File: src/rtl/dm_pkg.sv
// -----------------------------------------------------------------------------
// dm_pkg
// Shared definitions for the MEM-stage data-memory access controller:
// access-size encodings, controller state type and data-memory geometry.
// Optional feature macro used by the controller: DM_SUBWORD_EN.
// -----------------------------------------------------------------------------
package dm_pkg;

   localparam int unsigned DM_WORDS  = 128;
   localparam int unsigned DM_ADDR_W = $clog2(DM_WORDS);

   typedef enum logic [1:0] {
      SZ_BYTE = 2'b00,
      SZ_HALF = 2'b01,
      SZ_WORD = 2'b10
   } dm_size_t;

   typedef enum logic {
      IDLE   = 1'b0,
      RMW_WR = 1'b1
   } dm_state_t;

endpackage

File: src/rtl/dm_lane_unit.sv
// -----------------------------------------------------------------------------
// dm_lane_unit
// Combinational big-endian lane handling shared by the load and store paths.
// Byte offset 0 is bits [31:24]; halfword offset 0 is bits [31:16].
// Ports:
//   base     in  32  memory word (read data or merge register)
//   size     in  2   access size (SZ_BYTE / SZ_HALF / SZ_WORD)
//   offset   in  2   byte offset within the word
//   zero_ext in  1   1 = zero-extend loads, 0 = sign-extend
//   data     in  32  store data, sub-word data in the low bits
//   load     out 32  selected lane, extended to 32 bits
//   merged   out 32  base with the addressed lane replaced by data
// -----------------------------------------------------------------------------
module dm_lane_unit
   import dm_pkg::*;
(
   input  logic [31:0] base,
   input  logic [1:0]  size,
   input  logic [1:0]  offset,
   input  logic        zero_ext,
   input  logic [31:0] data,
   output logic [31:0] load,
   output logic [31:0] merged
);

   logic [7:0]  byte_lane;
   logic [15:0] half_lane;
   logic        fill;

   always_comb begin
      byte_lane = '0;
      half_lane = '0;
      fill      = 1'b0;
      load      = base;
      merged    = data;

      case (offset)
         2'd0:    byte_lane = base[31:24];
         2'd1:    byte_lane = base[23:16];
         2'd2:    byte_lane = base[15:8];
         default: byte_lane = base[7:0];
      endcase
      half_lane = offset[1] ? base[15:0] : base[31:16];

      case (size)
         SZ_BYTE: begin
            fill   = ~zero_ext & byte_lane[7];
            load   = {{24{fill}}, byte_lane};
            merged = base;
            case (offset)
               2'd0:    merged[31:24] = data[7:0];
               2'd1:    merged[23:16] = data[7:0];
               2'd2:    merged[15:8]  = data[7:0];
               default: merged[7:0]   = data[7:0];
            endcase
         end
         SZ_HALF: begin
            fill   = ~zero_ext & half_lane[15];
            load   = {{16{fill}}, half_lane};
            merged = base;
            if (offset[1]) merged[15:0]  = data[15:0];
            else           merged[31:16] = data[15:0];
         end
         default: begin
            load   = base;
            merged = data;
         end
      endcase
   end

endmodule

File: src/rtl/dm_access_ctrl.sv
// -----------------------------------------------------------------------------
// dm_access_ctrl
// MEM-stage access controller in front of the word-addressed data memory.
// Handles byte-addressed loads/stores, lane extraction with sign/zero
// extension, misalignment suppression, and a two-cycle read-modify-write for
// sub-word stores (one stall cycle).
// Optional feature: define DM_SUBWORD_EN to enable byte/halfword accesses;
// without it only aligned word accesses are legal and stall is tied low.
// Ports:
//   CLK, RST_N     clock; synchronous active-low reset
//   req_valid      request present
//   req_write      1 = store, 0 = load
//   req_size       00 byte, 01 half, 10 word, 11 illegal
//   req_unsigned   loads: 1 = zero-extend
//   req_addr       byte address (ADDR_W+2 bits)
//   req_wdata      store data (sub-word in low bits)
//   stall          upstream hold (high during the RMW write cycle)
//   load_data      registered extended load result
//   load_valid     one-cycle pulse with new load_data
//   align_err      one-cycle registered pulse for misaligned/illegal request
//   mem_read/mem_write/mem_addr/mem_wdata  data-memory controls
//   mem_rdata      data-memory combinational read data
// -----------------------------------------------------------------------------
module dm_access_ctrl
   import dm_pkg::*;
#(
   parameter int unsigned ADDR_W = DM_ADDR_W,
   parameter int unsigned DATA_W = 32
) (
   input  logic              CLK,
   input  logic              RST_N,
   input  logic              req_valid,
   input  logic              req_write,
   input  logic [1:0]        req_size,
   input  logic              req_unsigned,
   input  logic [ADDR_W+1:0] req_addr,
   input  logic [DATA_W-1:0] req_wdata,
   output logic              stall,
   output logic [DATA_W-1:0] load_data,
   output logic              load_valid,
   output logic              align_err,
   output logic              mem_read,
   output logic              mem_write,
   output logic [ADDR_W-1:0] mem_addr,
   output logic [DATA_W-1:0] mem_wdata,
   input  logic [DATA_W-1:0] mem_rdata
);

   logic        legal;
   logic        accept;
   logic        idle;
   logic [31:0] lane_base;
   logic [31:0] lane_data;
   logic [1:0]  lane_size;
   logic [1:0]  lane_off;
   logic [31:0] lane_load;
   logic [31:0] lane_merged;

   always_comb begin
      legal = 1'b0;
      case (req_size)
         SZ_WORD: legal = (req_addr[1:0] == 2'b00);
`ifdef DM_SUBWORD_EN
         SZ_HALF: legal = ~req_addr[0];
         SZ_BYTE: legal = 1'b1;
`endif
         default: legal = 1'b0;
      endcase
   end

   assign accept = req_valid & legal;

   dm_lane_unit u_lane (
      .base     (lane_base),
      .size     (lane_size),
      .offset   (lane_off),
      .zero_ext (req_unsigned),
      .data     (lane_data),
      .load     (lane_load),
      .merged   (lane_merged)
   );

`ifdef DM_SUBWORD_EN
   dm_state_t         state_q, state_d;
   logic [31:0]       merge_q;
   logic [31:0]       hold_data;
   logic [ADDR_W-1:0] hold_addr;
   logic [1:0]        hold_size;
   logic [1:0]        hold_off;

   assign idle  = (state_q == IDLE);
   assign stall = (state_q == RMW_WR);

   // The lane unit serves the live request in IDLE and the held store in
   // RMW_WR; the mux lives in its own block so the main decode stays acyclic.
   always_comb begin
      lane_base = mem_rdata;
      lane_size = req_size;
      lane_off  = req_addr[1:0];
      lane_data = req_wdata;
      if (state_q == RMW_WR) begin
         lane_base = merge_q;
         lane_size = hold_size;
         lane_off  = hold_off;
         lane_data = hold_data;
      end
   end

   always_comb begin
      state_d   = state_q;
      mem_read  = 1'b0;
      mem_write = 1'b0;
      mem_addr  = req_addr[ADDR_W+1:2];
      mem_wdata = '0;
      case (state_q)
         IDLE: begin
            if (accept) begin
               if (!req_write) begin
                  mem_read = 1'b1;
               end else if (req_size == SZ_WORD) begin
                  mem_write = 1'b1;
                  mem_wdata = lane_merged;
               end else begin
                  mem_read = 1'b1;
                  state_d  = RMW_WR;
               end
            end
         end
         RMW_WR: begin
            mem_write = 1'b1;
            mem_addr  = hold_addr;
            mem_wdata = lane_merged;
            state_d   = IDLE;
         end
         default: state_d = IDLE;
      endcase
      // Gating the strobes with reset abandons an in-flight RMW write.
      if (!RST_N) begin
         mem_read  = 1'b0;
         mem_write = 1'b0;
         mem_addr  = '0;
         mem_wdata = '0;
      end
   end

   always_ff @(posedge CLK) begin
      if (!RST_N) begin
         state_q   <= IDLE;
         merge_q   <= '0;
         hold_data <= '0;
         hold_addr <= '0;
         hold_size <= '0;
         hold_off  <= '0;
      end else begin
         state_q <= state_d;
         if (idle && accept && req_write && (req_size != SZ_WORD)) begin
            merge_q   <= mem_rdata;
            hold_data <= req_wdata;
            hold_addr <= req_addr[ADDR_W+1:2];
            hold_size <= req_size;
            hold_off  <= req_addr[1:0];
         end
      end
   end
`else
   assign idle  = 1'b1;
   assign stall = 1'b0;

   always_comb begin
      lane_base = mem_rdata;
      lane_size = req_size;
      lane_off  = req_addr[1:0];
      lane_data = req_wdata;
   end

   always_comb begin
      mem_read  = 1'b0;
      mem_write = 1'b0;
      mem_addr  = req_addr[ADDR_W+1:2];
      mem_wdata = '0;
      if (accept) begin
         if (!req_write) begin
            mem_read = 1'b1;
         end else begin
            mem_write = 1'b1;
            mem_wdata = lane_merged;
         end
      end
      if (!RST_N) begin
         mem_read  = 1'b0;
         mem_write = 1'b0;
         mem_addr  = '0;
         mem_wdata = '0;
      end
   end
`endif

   always_ff @(posedge CLK) begin
      if (!RST_N) begin
         load_data  <= '0;
         load_valid <= 1'b0;
         align_err  <= 1'b0;
      end else begin
         load_valid <= 1'b0;
         align_err  <= 1'b0;
         if (idle && req_valid) begin
            if (!legal) begin
               align_err <= 1'b1;
            end else if (!req_write) begin
               load_valid <= 1'b1;
               load_data  <= lane_load;
            end
         end
      end
   end

endmodule
File: config.mk
export PLATFORM = sky130hd
export DESIGN_NAME = dm_access_ctrl
export DESIGN_NICKNAME = d
export VERILOG_FILES = /design/src/rtl/dm_pkg.sv /design/src/rtl/dm_lane_unit.sv /design/src/rtl/dm_access_ctrl.sv
export SDC_FILE = /design/constraint.sdc
export NUM_CORES = 1
export LEC_CHECK = 0
export ABC_AREA = 1
export CORE_MARGIN = 4
export CORE_UTILIZATION = 35
export CTS_BUF_LIST = sky130_fd_sc_hd__clkbuf_8 sky130_fd_sc_hd__clkbuf_16
export DETAILED_ROUTE_END_ITERATION = 6
export DONT_BUFFER_PORTS = 1
export PLACE_DENSITY = 0.49
export SKIP_LAST_GASP = 1
export SYNTH_ARGS = -nofsm -noshare
export SYNTH_HDL_FRONTEND = slang
export SYNTH_HIERARCHICAL = 1
export SYNTH_SLANG_ARGS = --single-unit
File: constraint.sdc
create_clock -name CLK -period 2 [get_ports CLK]
set_input_delay 0.2 -clock CLK [delete_from_list [all_inputs] [get_ports CLK]]
set_output_delay 0.2 -clock CLK [all_outputs]
set_load 0.02 [all_outputs]
==> results of run 1 <==
==> power breakdown <==
part / leakage (uW) / internal, uW / switching, uW
clock network: 0.0000575 / 348 / 244
registers: 0.000275 / 687 / 18.4
logic: 0.00207 / 175 / 318
==> per-stage QoR <==
stage          power (uW)  instances  utilization [%]  setup slack [ps]
2_1_floorplan        1150        736                -               496
3_3_place_gp         1210        878             38.5               335
3_5_place_dp         1210        878             38.5               304
4_1_cts              1810        886             39.6               429
5_1_grt              1910        886             39.6               220
6_report             1790        886             39.6               411
==> metal layers <==
layer / routed length (um) / GRT usage (%) / vias to the layer above
li1: - / - / 2247
met1: 5920 / 27.5 / 1869
met2: 6130 / 33.5 / 182
met3: 1510 / 6.84 / 25
met4: 345 / 7.61 / 0
met5: 0 / 0 / -
==> cell type report <==
class | count | area [sq um]
Clock buffer | 8 | 110
Fill cell | 1247 | 6520
Inverter | 169 | 634
Multi-Input combinational cell | 488 | 2320
Sequential cell | 34 | 681
Tap cell | 140 | 175
Timing Repair Buffer | 47 | 353
==> flip-flops by register name (all words and copies together) (netlist names) <==
name        flops
align_err       1
load_valid      1
load_data      32
==> path summary, 6_finish.rpt <==
path                      start       endpoint  cells after the start
setup reg to reg  load_data[10]  load_data[10]                      4
setup / recovery    req_addr[1]  mem_wdata[18]                      8
hold reg to reg   load_data[14]  load_data[14]                      4
hold / removal            RST_N   load_data[0]                      2
==> kinds of logic after synthesis <==
| kind of cell | after synthesis |
|---|---|
| DFF | 34 |
| buffers and inverters | 214 |
| other | 1 |
| and+or+nand+nor | 396 |
| AOI/OAI and AO/OA | 91 |
==> layout by cell type, fill, tap and decap left out, drive strengths merged <==
| cell | instances |
|---|---|
| nand2 | 182 |
| inv | 168 |
| nor2 | 107 |
| nand3 | 98 |
| buf | 47 |
| o21ai | 38 |
| dfxtp | 34 |
| a21oi | 30 |
| o211ai | 23 |
| nor3 | 8 |
| clkbuf | 8 |
| nand4 | 1 |
| conb | 1 |
| clkinv | 1 |
==> out/metrics.cfg, run 1 <==
[outcome]
status = finished clean

[timing]
fin_setup_tns_ps = 0
setup_viol = 0
tightestPinTransition_ps = 575
fmax_ghz = 0.629
hold_viol_final = 0
fin_crit_ps = 1590
fin_hold_ws_ps = 34.0
period_share_pct = 79.4
finClkSkew_ps = 0
slew_violations = 0
max_slew_margin_pct = 61.6
rsz0062_at_grt = false

[cts]
cts_resized = 0
clk_pin_slew_ps = 60
ctsHoldBuffers = 0
clockRootBuffer = clkbuf_8
cts_max_level = 2
cts_tree = done
ctsLongestPathBuffers = 2
cts_buffers = 5
clk_latency_ps = 280
cts_sinks = 34
cts_setup_buffers = 0

[synth]
yosys.area.top_type = dfxtp_1
yosys_most_used_dff = dfxtp_1
synth_common_cells = nand2_1, inv_1, nor2_1
synthesis.area_sq_um = 3860
synthAdderAreaFrac_pct = 0
synth_most_common_cell = nand2_1
avgSynthCellArea_sq_um = 5.24
synth.distinct_cells = 25
synthesis.nets = 816
synth_seq_cells = 34
synth_warnings = 6
synth_top_area_share_pct = 17.6
synth-simple-area-share_pct = 46.4
synthCells = 736
muxShareOfSynthArea_pct = 0
synth_compound_area_share_pct = 13.5
synth-async-reset-ratio_pct = 0
synth_edf_count = 0
synthTopCellsByArea = dfxtp_1, nand2_1, inv_1
yosys.area_share.xor_xnor_pct = 0
synth_top_family_by_area = simple AND/OR/NAND/NOR gates
seq_area_frac_synth_pct = 17.6

[setup_path]
worstPathRequired_ps = 1800
crit_chain = inv_2 > nand2_1 > a21oi_1 > o21ai_0 > nand3_1 > inv_1 > nor2_1 > buf_4
path_delay_family = simple AND/OR/NAND/NOR gates
worstSetupPathType = in2out
start_kind = primary input
endpoint_kind = output port
slowest_stage = nand2_1
path_buf_inv = 3
worst-path-max-fanout = 40
r2r_slack_ps = 1170
arrival_ps = 1390
slowest_delay_ps = 330

[detailed_routing]
drc_errors = 0
dr.pass1.iters = 5
wl_mm = 13.9
routedWlPerCell_um = 15.7
drtIter0Drc = 334
viasPerCell = 4.88
vias = 4323
drtAntennaViolNets = 0

[finish]
drive_above_1_share_pct = 13.0
fin_nets = 825
antenna_cells = 0
area_delta_synth_final_pct = 10.7
stdcell_area_sq_um = 4270

[hold_path]
hp-class = in2reg

[run]
maxCapViolCount = 0

[global_route]
antenna_found_initial = 0
grt_pass1_vias = 4105
grt_first_pass_wirelength_mm = 21.9
grt_start_max_net_pins = 47
grt_use_total_pct = 21.3
grt_overflow = 0

[pwr]
power.density_nw_per_um2 = 419
leakage_uw = 0.00240
vdd_drop_max_mv = 0.393

[floorplanning]
coreArea_sq_um = 10800
core.rowCount = 38
ioPinCount = 156
initial_utilization_pct = 35.7
dieWidth_um = 113
design.die.area_sq_um = 12800
fp.dieH_um = 113

[placed_design]
dpl.hpwl_mm = 10.9
io_buffers = 0
dpl_cell_area_sq_um = 4160
place.gp.congestion = 0.893

(Power assumes the default switching activity.)
==> run 2: changes to the inputs <==
Clock period 2 ns to 1.6 ns, I/O delays scaled along.
==> run 2 against run 1 <==
Compared with the run above:
- first-iteration DRC count shrank 13%
- clock skew is the same
- combinational power grew 29%
- cell area grew 0.26%
- highest routed layer unchanged
==> out/metrics.cfg, run 2 (same netlist as run 1, synthesis figures left out) <==
[setup_path]
slowest_delay_ps = 350  ; was 330 ps
cp-startpoint = req_addr[1]  ; unchanged
slowest_stage = nand2_1  ; unchanged
endpoint_kind = output port  ; unchanged
crit_chain = inv_2 > nand2_1 > a21oi_1 > o21ai_0 > nand3_1 > inv_1 > nor2_1 > buf_4  ; unchanged
worstSetupPathType = in2out  ; unchanged
worst-path-max-fanout = 40  ; unchanged
worstRegToRegCells = 4  ; unchanged
worstPathRequired_ps = 1440  ; was 1800 ps
start_kind = primary input  ; unchanged
r2r_slack_ps = 770  ; was 1170 ps
r2r_start = load_data[3]  ; was load_data[10]
arrival_ps = 1400  ; was 1390 ps
rr_endpoint = load_data[3]  ; was load_data[10]
crit_end = mem_wdata[20]  ; was mem_wdata[18]

[finish]
top_register = load_data  ; unchanged
stdcell_area_sq_um = 4280  ; was 4270 sq um
area_delta_synth_final_pct = 11.0  ; was 10.7%
largest_register_ffs = 32  ; unchanged
final_cells = 889  ; was 886
fin_nets = 828  ; was 825
drive_above_1_share_pct = 13.0  ; about the same
antenna_cells = 0  ; unchanged
final_common_cell = nand2_1  ; unchanged
final_cell_mix = nand2_1, inv_1, nor2_1  ; unchanged
top_regs = load_data x32, align_err x1, load_valid x1  ; unchanged

[detailed_routing]
wl_met1_mm = 6.25  ; was 5.92 mm
vias = 4393  ; was 4323
dr_wl_met3_mm = 1.39  ; was 1.51 mm
dr.pass1.iters = 5  ; unchanged
wl_mm = 14.2  ; was 13.9 mm
dr.max_layer_used = met4  ; unchanged
routedWlPerCell_um = 16.0  ; was 15.7 um
drtIter0Drc = 291  ; was 334
drc_errors = 0  ; unchanged
drtAntennaViolNets = 0  ; unchanged
viasPerCell = 4.94  ; was 4.88
wl_met2_mm = 6.16  ; was 6.13 mm

[placed_design]
dpl_cell_area_sq_um = 4170  ; was 4160 sq um
dp_cells = 879  ; was 878
dpl.hpwl_mm = 10.9  ; about the same
post-place-ws_ps = 75.0  ; was 304 ps
place.gp.congestion = 0.945  ; was 0.893
io_buffers = 0  ; unchanged

[floorplanning]
ioPinCount = 156  ; unchanged
core.rowCount = 38  ; unchanged
dieWidth_um = 113  ; unchanged
coreArea_sq_um = 10800  ; unchanged
fp.dieH_um = 113  ; unchanged
design.die.area_sq_um = 12800  ; unchanged
initial_utilization_pct = 35.7  ; unchanged

[global_route]
grt_use_total_pct = 21.5  ; was 21.3%
grt_first_pass_wirelength_mm = 22.2  ; was 21.9 mm
grt_pass1_vias = 3974  ; was 4105
antenna_found_initial = 0  ; unchanged
grt_start_max_net_pins = 47  ; unchanged
grt_overflow = 0  ; unchanged

[timing]
period_share_pct = 97.4
hold_viol_final = 0  ; unchanged
fin_hold_ws_ps = 18.0  ; was 34.0 ps
tightestPinTransition_ps = 1100  ; was 575 ps
fin_ws_ps = 40.8  ; was 411 ps
fin_crit_ps = 1560
slew_violations = 0  ; unchanged
max_slew_margin_pct = 26.4  ; was 61.6%
fmax_ghz = 0.641
setup_viol = 0  ; unchanged
finClkSkew_ps = 0  ; unchanged
rsz0062_at_grt = true  ; was false

[cts]
ctsLongestPathBuffers = 2  ; unchanged
clk_latency_ps = 280  ; about the same
cts_max_level = 2  ; unchanged
clk_pin_slew_ps = 80  ; was 60 ps
clockRootBuffer = clkbuf_8  ; unchanged
cts_tree = done  ; unchanged
cts_setup_buffers = 0  ; unchanged
cts_buffers = 5  ; unchanged
cts_sinks = 34  ; unchanged

[outcome]
status = finished clean  ; unchanged

[pwr]
leakage_uw = 0.00242  ; was 0.00240 uW
power.density_nw_per_um2 = 510  ; was 419 nW/um^2
p_total_uw = 2180  ; was 1790 uW
vdd_drop_max_mv = 0.457  ; was 0.393 mV

[hold_path]
hp-class = in2reg  ; unchanged

[run]
maxCapViolCount = 0  ; unchanged

[run 2: worst max-delay path, delay by kind of cell]
| kind | cells | cell delay (ps) |
|---|---|---|
| buf+inv | 3 | 370 |
| simple gates | 3 | 530 |
| compound gates | 2 | 340 |
[run 2: worst min-delay path by stage]
stage | from | end | slack [ps] | cells past startpoint
final | req_valid | align_err | 20 | 2
after floorplan | req_valid | align_err | 310 | 2
after CTS | req_valid | align_err | 9 | 2
after global routing | req_valid | align_err | 8 | 2
after detailed placement | RST_N | load_data[0] | 290 | 2
after global placement | RST_N | load_data[2] | 290 | 2
[run 2: routing by layer]
metal / track usage (%) / vias to the layer above
li1: - / 2252
met3: 6.20 / 25
met5: 0 / -
met4: 6.89 / 0
met1: 29.3 / 1925
met2: 32.9 / 191
[run 2: repair_timing]
action / 4_1_cts / 5_1_grt
gates resized for setup: 0 / 1
setup endpoints to repair: 0 / 14
hold buffers: 2 / 0
hold endpoints to repair: 31 / 0
[run 2: cell type report]
type | count | area (sq um)
Fill cell | 1240 | 6510
Tap cell | 140 | 175
Timing Repair Buffer | 50 | 383
Clock buffer | 6 | 82.6
Inverter | 169 | 634
Sequential cell | 34 | 681
Clock inverter | 2 | 8.76
Multi-Input combinational cell | 488 | 2320
[run 2: report_power, final]
part	internal, uW	total [uW]	switching, uW
Sequential	858	881	22.9
Combinational	223	637	413
Clock	341	663	322
Total	1420	2180	759
[run 2: through the flow]
step / utilization [%] / setup TNS [ps]
after detailed placement: 38.6 / 0
after global placement: 38.6 / 0
after global routing: 39.7 / -102
after CTS: 39.6 / 0
after floorplan: - / 0
final: 39.7 / 0
